$ cat config.mk
export PLATFORM = sky130hd
export DESIGN_NAME = uart_tx_feeder
export DESIGN_NICKNAME = d
export VERILOG_FILES = /design/src/rtl/uart_tx_feeder.sv
export SDC_FILE = /design/constraint.sdc
export NUM_CORES = 1
export LEC_CHECK = 0
export ABC_AREA = 1
export BUFFER_PORTS_ARGS = -buffer_cell sky130_fd_sc_hd__buf_2
export CAP_MARGIN = 10
export CORE_MARGIN = 3
export CORE_UTILIZATION = 50
export CTS_CLUSTER_DIAMETER = 40
export DETAILED_ROUTE_END_ITERATION = 10
export MAX_ROUTING_LAYER = met4
export PLACE_DENSITY = 0.79
export REMOVE_ABC_BUFFERS = 1
export SLEW_MARGIN = 10
export SYNTH_ARGS = -nofsm -noshare
export SYNTH_HDL_FRONTEND = slang
export SYNTH_SLANG_ARGS = --single-unit
$ cat constraint.sdc
create_clock -name clk -period 2.2 [get_ports clk]
set_clock_uncertainty 0.05 [all_clocks]
set_input_delay 0 -clock clk [delete_from_list [all_inputs] [get_ports clk]]
set_output_delay 0 -clock clk [all_outputs]
set_load 0.005 [all_outputs]
$ cat src/rtl/uart_tx_feeder.sv
// Byte FIFO and launch sequencer feeding an 8-bit UART transmitter on the baud clock.
// Each queued byte is presented on o_tx_data with a one-cycle o_tx_start; a watchdog aborts a missing tx_done.
module uart_tx_feeder #(
    parameter int DEPTH   = 16,
    parameter int ADDR_W  = 4,
    parameter int TIMEOUT = 31
) (
    input  logic              clk,
    input  logic              rst_n,
    input  logic              i_en,
    input  logic              i_wr_en,
    input  logic [7:0]        i_wr_data,
    output logic              o_full,
    output logic              o_empty,
    output logic [ADDR_W:0]   o_count,
    output logic              o_overflow,
    output logic              o_timeout_err,
    output logic              o_tx_start,
    output logic [7:0]        o_tx_data,
    input  logic              i_tx_busy,
    input  logic              i_tx_done
);

    localparam int WDOG_W = $clog2(TIMEOUT + 1);

    typedef enum logic [1:0] {
        S_IDLE      = 2'd0,
        S_LAUNCH    = 2'd1,
        S_WAIT_DONE = 2'd2
    } state_t;

    state_t              r_state;
    state_t              w_state_next;
    logic [7:0]          r_mem [DEPTH];
    logic [ADDR_W-1:0]   r_wr_ptr;
    logic [ADDR_W-1:0]   r_rd_ptr;
    logic [ADDR_W:0]     r_count;
    logic                r_full;
    logic                r_empty;
    logic                r_overflow;
    logic                r_timeout_err;
    logic                r_tx_start;
    logic [7:0]          r_tx_data;
    logic [WDOG_W-1:0]   r_wdog;

    logic                w_pop;
    logic                w_push;
    logic                w_overflow;
    logic                w_timeout;
    logic [ADDR_W:0]     w_count_next;

    // NOTE: sequential state uses non-blocking assignments so every register samples pre-edge values.
    always_ff @(posedge clk) begin
        if (!rst_n) r_state <= S_IDLE;
        else        r_state <= w_state_next;
    end

    // NOTE: every always_comb output gets a default first, so no path can infer a latch.
    always_comb begin
        w_state_next = S_IDLE;
        case (r_state)
            S_IDLE:      w_state_next = w_pop ? S_LAUNCH : S_IDLE;
            S_LAUNCH:    w_state_next = S_WAIT_DONE;
            S_WAIT_DONE: w_state_next = (i_tx_done || w_timeout) ? S_IDLE : S_WAIT_DONE;
            default:     w_state_next = S_IDLE;
        endcase
    end

    // Launch only into a transmitter that is fully quiet; tx_done beats the watchdog.
    always_comb begin
        w_pop      = (r_state == S_IDLE) && i_en && !r_empty && !i_tx_busy && !i_tx_done;
        w_timeout  = (r_state == S_WAIT_DONE) && !i_tx_done && (r_wdog == WDOG_W'(TIMEOUT - 1));
        w_push     = i_wr_en && (!r_full || w_pop);
        w_overflow = i_wr_en && r_full && !w_pop;
        w_count_next = r_count;
        case ({w_push, w_pop})
            2'b10:   w_count_next = r_count + (ADDR_W+1)'(1);
            2'b01:   w_count_next = r_count - (ADDR_W+1)'(1);
            default: w_count_next = r_count;
        endcase
    end

    // NOTE: storage array has no reset; the pointers and count alone define what is valid.
    always_ff @(posedge clk) begin
        if (w_push) r_mem[r_wr_ptr] <= i_wr_data;
    end

    always_ff @(posedge clk) begin
        if (!rst_n) begin
            r_wr_ptr      <= '0;
            r_rd_ptr      <= '0;
            r_count       <= '0;
            r_full        <= 1'b0;
            r_empty       <= 1'b1;
            r_overflow    <= 1'b0;
            r_timeout_err <= 1'b0;
            r_tx_start    <= 1'b0;
            r_tx_data     <= 8'h00;
            r_wdog        <= '0;
        end else begin
            if (w_push) r_wr_ptr <= r_wr_ptr + ADDR_W'(1);
            if (w_pop) begin
                r_rd_ptr  <= r_rd_ptr + ADDR_W'(1);
                r_tx_data <= r_mem[r_rd_ptr];
            end
            r_count       <= w_count_next;
            r_full        <= (w_count_next == (ADDR_W+1)'(DEPTH));
            r_empty       <= (w_count_next == '0);
            r_overflow    <= w_overflow;
            r_timeout_err <= w_timeout;
            r_tx_start    <= w_pop;
            if (r_state == S_LAUNCH)         r_wdog <= '0;
            else if (r_state == S_WAIT_DONE) r_wdog <= r_wdog + WDOG_W'(1);
        end
    end

    assign o_full        = r_full;
    assign o_empty       = r_empty;
    assign o_count       = r_count;
    assign o_overflow    = r_overflow;
    assign o_timeout_err = r_timeout_err;
    assign o_tx_start    = r_tx_start;
    assign o_tx_data     = r_tx_data;

endmodule
==> results.md, run 1 <==
* Run status: finished, final reports clean
* Slowest cell delay on critical path at 0.33 ns
* Leak Pwr at 0.002974 uW
* Cell variety after synth at 33
* P_sw at 1609 uW
* Crit-path slowest cell: dfxtp_2
* Slew Viols, Final at 0
* Compound-Gate Fraction of Synth Area at 0.1117
* Final net count at 695
* Worst setup path startpoint: r_state[1]$_SDFF_PN0_
* Vias after detailed routing at 4845
* Worst min path class: in -> reg
* Crit start category: flip-flop
* Ant diodes at 0
* Largest net degree at the start of global routing at 49
* Root Buffer: clkbuf_16
* Reg2reg start: r_state[1]$_SDFF_PN0_
* Async S/R FF share, synth at 0
* PortBufs at 31
* Final Critical Period at 2.111 ns
* Detailed Route Iter0 Violations at 616
* Simple-gate portion of the synthesized area at 0.1440
* Area of the die at 14800 sq um
* Clock power share at 0.434
* Routed Antenna Nets at 0
* Slew HR at 0.5542
* Post-synth EDFFs at 128
* Routed wire length at 15.49 mm
* Die height at 121.7 um
* Pwr/cell area at 821.4 nW/um^2
* Starting Density at 0.5217
* Largest family of logic cells by synthesized area: simple AND/OR/NAND/NOR gates
* Hold Startpoint: i_en
* Initial antenna violation count at 0
* Switching portion of total power at 0.2439
* Avg WL per Cell at 18.09 um
* Maximum VDD drop at 0.5140 mV
* Commonest non-fill, non-tap cell in the layout: edfxtp_1
* Worst-path cell chain: nor2_4, nand4_4, nand2_2, nand2_2, ha_4, nand2_4, inv_4, nor2_4, ha_4, inv_2, nand2_4, nand2_2, nand3_2, nand2_1, nor2_1, nand3_1, o21bai_1
* Final hold vios at 0
* Syn_area_per_cell at 11.24 sq um
* Tcrit/Tclk final at 0.9597
* # clock sinks at 161
* CTS tree: built
* Worst-Margin Slew at 0.6646 ns
* Crit. End Element: flip-flop
* First-pass GRT wire length at 23.87 mm
* Max-cap violations at 0
* Combinational Power Share at 0.056
* Area growth syn-to-layout at 19.99%
* Seq/Total Area, Yosys at 0.6733
* Core Footprint at 12820 sq um
* Top cell type's share of synthesized area at 0.5745
* Crit path DAT at 2.40 ns
* GRT Total Usage at 0.2209
* I/O pins at 32
* Leading post-synthesis cells by cell area: edfxtp_1 (57%), dfxtp_1 (9.9%), nor2_1 (7.1%)
* Share of cells above drive strength 1 at 0.1974
* Crit path max fanout at 5
* Global placer's final weighted congestion at 0.9789
* Worst endpoint required time at 2.49 ns
* Area of the mapped netlist at 6690 sq um
* Grt ovf at 0
* Pre-antenna DRT Iters at 6
* Sequential share of power at 0.510
* CTS max path bufs at 2
* Clock-pin slew of the registers on the worst-case setup and hold paths at 0.06 ns
* CTS HTree Levels at 4
* Crit-path most repeated cell: nand2_2
* Cells after Synth at 595
* RSZ-0062 raised after global routing: yes
* Cell row count at 41
* Internal power at 4986 uW
* Die Wd at 121.7 um
* XOR/XNOR Fraction of Synth Area at 0.002618
* Final TNS setup at 0 ns
* Multiplexer share of the synthesized area at 0
* Ys Warns at 0
* CTS buffer count at 17
* DP Wirelength at 9.672 mm
* Worst path top cell family by delay: simple AND/OR/NAND/NOR gates
* Drc violations at 0
* Synth Area in Adders at 0.01870
* Post-synth top area cell: edfxtp_1
* Power after layout at 6594 uW
* Buf/Inv on CP at 2
* Final setup fails at 0
* Synthesis-stage register bit count at 161
* Most frequent cells in the layout: edfxtp_1 (128), nor2_1 (123), o21ai_0 (60)
* Vias per cell at 5.660
* Clock Latency Late Sink at 0.43 ns
* Fmax at 0.4736 GHz
* Primary FF master, synth: edfxtp_1
* WS Path Type: reg -> reg
* Vias in the first global route at 4702
-- path summary, 6_finish.rpt --
path	end	slack, ns	cells past startpoint
max	o_empty$_SDFF_PN1_	0.09	17
min	r_state[0]$_SDFF_PN0_	0.05	5
max reg2reg	o_empty$_SDFF_PN1_	0.09	17
min reg2reg	r_wdog[4]$_SDFFE_PP0N_	0.43	2
-- state kept, by name, summed over array words and instances (netlist names) --
name	count
r_wdog	5
o_tx_data	8
r_rd_ptr	4
o_timeout_err	1
r_state	2
o_tx_start	1
r_wr_ptr	4
o_full	1
r_mem	128
o_count	5
o_overflow	1
o_empty	1
-- repair_timing --
action,CTS,global route
setup endpoints to repair,3,3
endpoints found under the hold margin,139,0
pin swaps,4,16
buffers inserted,1,3
hold buffers,13,0
gates resized for setup,9,22
-- per-stage QoR --
stage	hold WS (ns)	instance area [sq um]	util	instances	setup slack [ns]
floorplan	0.02660	6492	-	565	-0.4709
global placement	0.1508	7183	0.5601	807	0.01606
detailed placement	0.1512	7183	0.5601	807	-0.1363
CTS	0.03047	7933	0.6185	853	0.007204
global route	0.06210	8028	0.6260	856	-0.05919
finish	0.05221	8028	0.6260	856	0.08861
-- power by group through the flow --
stage               clock network (uW)  logic (uW)  registers [uW]
floorplan                            0         158            3430
global placement                     0         305            3420
detailed placement                   0         320            3430
CTS                               2880         346            3360
global route                      3030         405            3370
finish                            2860         369            3370
-- Yosys cell counts (all sizes together), types with 2 or more instances --
| cell | number |
|---|---|
| nor2 | 129 |
| edfxtp | 128 |
| o21ai | 73 |
| nand2 | 53 |
| inv | 34 |
| nand3 | 34 |
| dfxtp | 33 |
| o211ai | 32 |
| buf | 22 |
| a21oi | 12 |
| ha | 10 |
| clkbuf | 8 |
| o21a | 8 |
| nand4 | 6 |
| clkinv | 2 |
| nor3b | 2 |
| xor2 | 2 |
-- per-layer routing --
metal | share of wire | up-vias | global-route usage
met1 | 0.39 | 2345 | 0.2678
met2 | 0.51 | 222 | 0.3693
met3 | 0.074 | 34 | 0.04178
li1 | - | 2244 | -
met5 | 0 | - | -
met4 | 0.025 | 0 | 0.08543
-- area by class of cell --
cell class / count / area (sq um)
clock buffer: 17 / 425.4
sequential: 161 / 4509
inverter: 36 / 137.6
clock inverter: 15 / 156.4
timing repair buffer: 87 / 636.9
multi-input combinational: 368 / 1947
tap: 172 / 215.2
fill: 929 / 4797
-- cell families after synthesis --
logic type	Yosys count
buffers and inverters	66
xor gates and xnor gates	2
AOI/OAI and AO/OA	128
adders and majority gates	10
and+or+nand+nor	228
DFF	161
-- worst register-to-register path: cells and delay by family (launching register included) --
kind / cells / cell delay, ns
simple gates: 12 / 1.08
buf+inv: 2 / 0.08
flops: 1 / 0.33
fa+ha+maj: 2 / 0.35
compound gates: 1 / 0.15
Power figures use the tool's default switching activity.
==> run 2: changes to the inputs <==
--- a/config.mk
+++ b/config.mk
@@ -8,12 +8,14 @@
 export ABC_AREA = 1
 export BUFFER_PORTS_ARGS = -buffer_cell sky130_fd_sc_hd__buf_2
 export CAP_MARGIN = 10
-export CORE_MARGIN = 3
-export CORE_UTILIZATION = 50
+export CELL_PAD_IN_SITES_DETAIL_PLACEMENT = 0
+export CELL_PAD_IN_SITES_GLOBAL_PLACEMENT = 2
+export CORE_MARGIN = 2
+export CORE_UTILIZATION = 37
 export CTS_CLUSTER_DIAMETER = 40
 export DETAILED_ROUTE_END_ITERATION = 10
 export MAX_ROUTING_LAYER = met4
-export PLACE_DENSITY = 0.79
+export PLACE_DENSITY = 0.84
 export REMOVE_ABC_BUFFERS = 1
 export SLEW_MARGIN = 10
 export SYNTH_ARGS = -nofsm -noshare
==> results.md, run 2 (synthesis results as in run 1) <==
* Worst path top cell family by delay: simple AND/OR/NAND/NOR gates
* Clock Latency Late Sink at 0.42 ns
* Worst endpoint required time at 2.50 ns
* CTS tree: built
* Crit-path most repeated cell: nand2_2
* Pwr/cell area at 821.7 nW/um^2
* Hold depth at 7
* Met3 routed WL at 573 um
* Cells on worst reg2reg path at 17
* Finished Layout Cells at 911
* Crit. End Element: flip-flop
* Most frequent cells in the layout: edfxtp_1 (128), nor2_1 (123), o21ai_0 (60)
* # clock sinks at 161
* Final hold vios at 0
* Buf/Inv on CP at 2
* Crit-path slowest cell: dfxtp_2
* GRT Total Usage at 0.1643
* Area of the die at 19170 sq um
* Hold Startpoint: i_tx_busy
* Maximum VDD drop at 0.5538 mV
* I/O pins at 32
* Pre-antenna DRT Iters at 7
* Vias after detailed routing at 4594
* CTS max path bufs at 2
* Drc violations at 0
* Detailed Route Iter0 Violations at 272
* Cell row count at 49
* CTS buffer count at 17
* Area growth syn-to-layout at 20.37%
* Wl on met1 at 6.985 mm
* Die height at 138.5 um
* Reg2reg start: o_empty$_SDFF_PN1_
* WS Path Type: reg -> reg
* Crit path DAT at 2.37 ns
* DP Wirelength at 9.470 mm
* WL met2 at 7.487 mm
* Worst-path cell chain: nor2_4, nand4_4, nand2_2, nand2_4, ha_4, nand2_2, inv_2, nor2_4, ha_4, inv_1, nand2_2, nand2_2, nand3_2, nand2_1, nor2_1, nand3_1, o21bai_1
* Crit path max fanout at 4
* Slew HR at 0.6395
* Placed insts at 860
* Share of cells above drive strength 1 at 0.1818
* Crit start category: flip-flop
* Die Wd at 138.5 um
* PortBufs at 31
* Commonest non-fill, non-tap cell in the layout: edfxtp_1
* Largest net degree at the start of global routing at 51
* Root Buffer: clkbuf_16
* Fmax at 0.4832 GHz
* Worst setup path startpoint: o_empty$_SDFF_PN1_
* Largest reg by FF count: r_mem
* Vias per cell at 5.043
* Initial antenna violation count at 0
* Avg WL per Cell at 16.64 um
* Vias in the first global route at 4550
* Final setup fails at 0
* Worst min path class: in -> reg
* Routed wire length at 15.16 mm
* Worst-Margin Slew at 0.5408 ns
* First-pass GRT wire length at 23.64 mm
* Starting Density at 0.3750
* Ant diodes at 0
* Run status: finished, final reports clean
* Top sig layer: met4
* Leak Pwr at 0.002941 uW
* Core Footprint at 17840 sq um
* Tcrit/Tclk final at 0.9406
* Max FFs per register at 128
* Max-cap violations at 0
* Clock-pin slew of the registers on the worst-case setup and hold paths at 0.06 ns
* Hold_ws at 0.1608 ns
* Final Critical Period at 2.069 ns
* Grt ovf at 0
* Crit path depth at 17
* Final net count at 693
* CTS HTree Levels at 4
* Global placer's final weighted congestion at 0.7683
* Routed Antenna Nets at 0
* Slew Viols, Final at 0
* Slowest cell delay on critical path at 0.34 ns
==> run 2: cell types whose count changed in the layout (fill, tap and decap cells not counted), sizes merged <==
cell / change
clkinv: +3
dlygate4sd3: +2
inv: -3
buf: -4
clkinvlp: -2
bufinv: +2
==> run 2: final cells by class <==
cell class	instances	area, sq um
Fill cell	1614	9788
Sequential cell	161	4508
Multi-Input combinational cell	368	1932
Timing Repair Buffer	85	610.6
Clock buffer	17	425.4
Tap cell	229	286.5
Clock inverter	15	155.1
Inverter	36	135.1
==> run 2: per-stage QoR <==
step / utilization / setup WS [ns] / instance area, sq um / TNS, ns / power (uW)
after global routing: 0.4514 / -0.01045 / 8053 / -0.01045 / 6860
after floorplan: - / -0.4709 / 6492 / -4.379 / 3588
final: 0.4514 / 0.1306 / 8053 / 0 / 6617
after global placement: 0.4042 / -0.03950 / 7212 / -0.04442 / 3745
after detailed placement: 0.4042 / -0.09578 / 7212 / -0.1454 / 3750
after CTS: 0.4456 / 0.01366 / 7950 / 0 / 6649
==> run 2: path summary, 6_finish.rpt <==
kind	endpoint	slack, ns
worst max-delay path	o_empty$_SDFF_PN1_	0.13
worst min-delay path	r_wr_ptr[1]$_SDFFE_PN0P_	0.16
worst max register to register	o_empty$_SDFF_PN1_	0.13
worst min register to register	o_timeout_err$_SDFF_PN0_	0.46
==> run 2: worst min-delay path, cell delays in order <==
cell and delay [ns]:
buf_2 0.07, inv_1 0.05, nand4_4 0.10, nand2_2 0.07, nand2_4 0.07, buf_4 0.14
a21oi_1 0.06
==> run 2: per-layer routing <==
metal | track usage | vias to the layer above
met2 | 0.2692 | 95
met3 | 0.04018 | 9
met5 | - | -
li1 | - | 2241
met1 | 0.2056 | 2249
met4 | 0.04296 | 0
==> run 2: report_power, final <==
group | internal, uW | switching (uW) | total (uW)
registers | 3330 | 32.0 | 3370
logic | 141 | 228 | 369
clock network | 1680 | 1200 | 2880
total | 5160 | 1460 | 6620
==> run 2: repair_timing <==
item,4_1_cts,5_1_grt
pin swaps,2,13
resized for setup,4,19
setup endpoints to repair,3,4
buffers inserted,0,4
hold buffers,15,0
endpoints found under the hold margin,143,0
